==> config.mk <==
export PLATFORM = sky130hd
export DESIGN_NAME = memory_fifo_controller
export DESIGN_NICKNAME = d
export VERILOG_FILES = /design/src/rtl/memory_fifo_controller.sv
export SDC_FILE = /design/constraint.sdc
export NUM_CORES = 1
export LEC_CHECK = 0
export BUFFER_PORTS_ARGS = -buffer_cell sky130_fd_sc_hd__buf_2
export CAP_MARGIN = 15
export CORE_ASPECT_RATIO = 0.6
export CORE_MARGIN = 2
export CORE_UTILIZATION = 35
export DETAILED_ROUTE_END_ITERATION = 8
export GPL_TIMING_DRIVEN = 0
export PLACE_DENSITY_LB_ADDON = 0.2
export SYNTH_ARGS = -nofsm -noshare
export SYNTH_HDL_FRONTEND = slang
export SYNTH_SLANG_ARGS = --single-unit
==> constraint.sdc <==
create_clock -name Clock -period 7.9 [get_ports Clock]
set_input_delay 0.395 -clock Clock [delete_from_list [all_inputs] [get_ports Clock]]
set_output_delay 0.395 -clock Clock [all_outputs]
set_load 0.02 [all_outputs]
==> src/rtl/memory_fifo_controller.sv <==
// memory_fifo_controller: FIFO over a single-port async-read memory, one access per cycle plus a one-word output register
module memory_fifo_controller #(
    parameter int BITS              = 64,
    parameter int ADDRESS_BUS_WIDTH = 6
) (
    input  logic                         Clock,
    input  logic                         Reset_n,
    input  logic                         Flush,
    input  logic [BITS-1:0]              InData,
    input  logic                         InValid,
    output logic                         InReady,
    output logic [BITS-1:0]              OutData,
    output logic                         OutValid,
    input  logic                         OutReady,
    output logic [BITS-1:0]              MemD,
    output logic [ADDRESS_BUS_WIDTH-1:0] MemAddress,
    output logic                         MemWE,
    input  logic [BITS-1:0]              MemQ,
    output logic [ADDRESS_BUS_WIDTH:0]   Level,
    output logic                         Empty,
    output logic                         Full
);
    localparam int AW = ADDRESS_BUS_WIDTH;
    localparam logic [AW:0] DEPTH = (AW+1)'(1 << AW);

    logic [AW-1:0]   wr_ptr_q, wr_ptr_d, rd_ptr_q, rd_ptr_d;
    logic [AW:0]     level_q, level_d;
    logic            out_valid_q, out_valid_d;
    logic [BITS-1:0] out_data_q, out_data_d;
    logic            read_cycle, write_cycle;

    always_comb begin
        read_cycle  = level_q != '0 && (!out_valid_q || OutReady);
        // Reset_n gating drops InReady/MemWE immediately, aborting an in-flight write
        InReady     = !read_cycle && level_q != DEPTH && !Flush && Reset_n;
        write_cycle = InReady && InValid;
        wr_ptr_d    = Flush ? '0 : wr_ptr_q + AW'(write_cycle);
        rd_ptr_d    = Flush ? '0 : rd_ptr_q + AW'(read_cycle);
        level_d     = Flush ? '0 : level_q + (AW+1)'(write_cycle) - (AW+1)'(read_cycle);
        out_valid_d = Flush ? 1'b0 : read_cycle ? 1'b1 : out_valid_q && !OutReady;
        out_data_d  = Flush ? '0 : read_cycle ? MemQ : out_data_q;
    end

    always_ff @(posedge Clock or negedge Reset_n) begin
        if (!Reset_n) begin
            wr_ptr_q    <= '0;
            rd_ptr_q    <= '0;
            level_q     <= '0;
            out_valid_q <= 1'b0;
            out_data_q  <= '0;
        end else begin
            wr_ptr_q    <= wr_ptr_d;
            rd_ptr_q    <= rd_ptr_d;
            level_q     <= level_d;
            out_valid_q <= out_valid_d;
            out_data_q  <= out_data_d;
        end
    end

    assign MemD       = InData;
    assign MemAddress = write_cycle ? wr_ptr_q : rd_ptr_q;
    assign MemWE      = write_cycle;
    assign OutData    = out_data_q;
    assign OutValid   = out_valid_q;
    assign Level      = level_q;
    assign Empty      = level_q == '0 && !out_valid_q;
    assign Full       = level_q == DEPTH;
endmodule

==> flow_metrics.py <==
metrics = {
    "synth": {
        "synth-edff-count": 0,
        "syn_area_sq_mm": 0.00431,
        "synth_area_leader_cell": "dfrtp_1",
        "yosys_warnings": 0,
        "synthDistinctLibCells": 34,
        "netlist_instances": 466,
        "synth_commonest_cells": "nand2_1, dfrtp_1, buf_4",
        "synth_ff_type": "dfrtp_1",
        "synth-async-reset-ratio": 1.00,
        "synth_top_area_frac": 0.488,
        "syn_avg_cell_area_sq_um": 9.24,
        "synth_most_common_cell": "nand2_1",
        "synth-seq-cells": 84,
        "synth_area_leaders": "dfrtp_1, buf_4, nand2_1",
        "ys_seq_area_frac": 0.488,
        "syn-num-nets": 613,
    },
    "cts": {
        "htree_levels": 3,
        "hold_buffers": 0,
        "ctsResizeCount": 0,
        "numCtsBuffers": 9,
        "path_clk_slew_ns": 0.06,
        "cts_tree": "done",
        "cts.sinks": 84,
        "cts_root_buffer": "clkbuf_16",
        "cts_setup_buffers": 0,
        "clockBufferDepth": 2,
        "worst_skew_pair.late_latency_ns": 0.33,
    },
    "placement": {
        "pre_cts_slack_ns": 4.67,
        "hpwl_mm": 9.10,
        "io_buffer_count": 213,
        "gp_congestion": 0.766,
    },
    "global_routing": {
        "grt_usage": 0.175,
        "antenna_found_initial": 0,
        "overflow": 0,
        "grt_pass1_wl_mm": 18.8,
        "grt_pass1_vias": 3809,
        "grt_max_degree": 47,
    },
    "timing": {
        "worst_slew_pin_slew_ns": 0.609,
        "hold_violations": 0,
        "period_share": 0.398,
        "fin_ws_ns": 4.75,
        "fmax_ghz": 0.318,
        "slew_viol_final": 0,
        "clock_skew_ns": 0.00641,
        "finalSetupViolations": 0,
        "finalSetupTns_ns": 0,
        "rsz0062_at_grt": "false",
        "finalCriticalPeriod_ns": 3.15,
        "max_slew_margin": 0.594,
    },
    "setup_path": {
        "reg2reg_depth": 14,
        "required_ns": 8.16,
        "critical-path-top-delay-family": "adder cells",
        "r2r-start": "Level[5]$_DFF_PN0_",
        "reg2reg_slack_ns": 4.75,
        "crit_path_end_kind": "flop",
        "cp.arrival_ns": 3.41,
        "r2r_end": "Level[6]$_DFF_PN0_",
        "cp_num_buf_inv": 4,
        "worstSetupStartpointType": "flop",
        "cpPeakStageDelay_ns": 0.43,
        "path_max_fanout": 11,
        "worstSetupPathType": "flop to flop",
        "slowest_stage": "fa_1",
        "path_cells": "inv_1 -> ha_1 -> nand4bb_4 -> o21ai_2 -> inv_1 -> clkbuf_1 -> ha_1 -> inv_1 -> ha_1 -> fa_1 -> a211o_1 -> and3_1 -> o32a_1 -> nand4_1",
    },
    "routing": {
        "drt_iter0_drc": 126,
        "dr.pass1.iters": 6,
        "drcViolationCount": 0,
        "via_count": 3846,
        "via_per_inst": 4.47,
        "drtAntennaViolNets": 0,
        "wl_per_cell_microns": 13.5,
        "totalWireLength_mm": 11.6,
    },
    "die": {
        "core_sq_mm": 0.0120,
        "start_util": 0.358,
        "die-area_sq_mm": 0.0132,
        "die_x_microns": 147,
        "rows": 31,
        "io_pins": 279,
        "die_y_microns": 89.9,
    },
    "min_path": {
        "holdCritPathClass": "input port to async pin",
    },
    "outcome": {
        "status": "completed",
    },
    "final_layout": {
        "nets": 838,
        "area_delta_synth_final_pct": 37.3,
        "diodes": 0,
        "layout-drive-gt1-share": 0.455,
    },
    "power": {
        "ir_drop_mv": 0.119,
        "p_per_area_mw_per_mm2": 295,
        "leakagePower_nw": 3.26,
    },
    "flow_run": {
        "cap_violations": 0,
    },
}
[how the worst max path moves through the flow]
stage / start / to / slack (ns) / cells past startpoint
2_1_floorplan: Level[4]$_DFF_PN0_ / Level[6]$_DFF_PN0_ / 4.91 / 12
3_3_place_gp: Reset_n / Level[6]$_DFF_PN0_ / 4.13 / 11
3_5_place_dp: Reset_n / Level[6]$_DFF_PN0_ / 4.67 / 12
4_1_cts: Level[5]$_DFF_PN0_ / Level[6]$_DFF_PN0_ / 4.76 / 14
5_1_grt: Level[4]$_DFF_PN0_ / Level[6]$_DFF_PN0_ / 4.54 / 14
6_report: Level[5]$_DFF_PN0_ / Level[6]$_DFF_PN0_ / 4.75 / 14
[cells in the final DEF, fill, tap and decap left out, types with 9 or more instances in the layout]
master and instances:
buf_2 218, dfrtp_1 84, clkbuf_16 9, clkbuf_1 11, a21oi_1 67, ha_1 13, nor2_1 16, buf_4 73
nand2_1 131, inv_1 11
[metrics by stage]
step / area (sq um) / instances / util / hold slack [ns] / total power [mW]
3_3_place_gp: 5580 / 844 / 0.464 / 0.507 / 1.31
6_report: 5910 / 861 / 0.492 / 0.0481 / 1.75
5_1_grt: 5910 / 861 / 0.492 / 0.0915 / 1.87
3_5_place_dp: 5610 / 845 / 0.467 / 0.423 / 1.34
4_1_cts: 5910 / 861 / 0.492 / 0.0631 / 1.77
2_1_floorplan: 4310 / 466 / - / 0.0994 / 1.10
[sequential cells by signal (all words and copies together) (netlist names)]
register and flops:
OutData 64, Level 7, rd_ptr_q 6, wr_ptr_q 6
OutValid 1
[logic make-up after synthesis]
group,count (synthesis),share of synthesized area
multiplexers,7,0.0244
flip-flops,84,0.488
AO/OA/AOI/OAI,74,0.0912
XOR/XNOR,11,0.0224
buffers and inverters,99,0.151
adder cells (fa/ha/maj),14,0.0424
AND/OR/NAND/NOR,177,0.181
[where the power goes]
part,internal [mW],switching (mW)
combinational,0.292,0.458
sequential,0.515,0.0562
clock,0.254,0.172
[metal layers]
layer | up-vias | wire length, microns | global-route usage
li1 | 1888 | - | -
met1 | 1798 | 5310 | 0.234
met2 | 151 | 5200 | 0.277
met3 | 9 | 1020 | 0.0655
met4 | 0 | 72 | 0.0288
met5 | - | 0 | 0
[layout make-up]
type | count | area (sq um)
plain buffers | 88 | 608
clock buffers | 11 | 243
clock inverters | 5 | 61.3
fillers | 1182 | 6110
inverters | 11 | 41.3
multi-input cells | 283 | 1560
flip-flops and latches | 84 | 2100
well taps | 165 | 206
repair buffers | 214 | 1100
(Power assumes the default switching activity.)
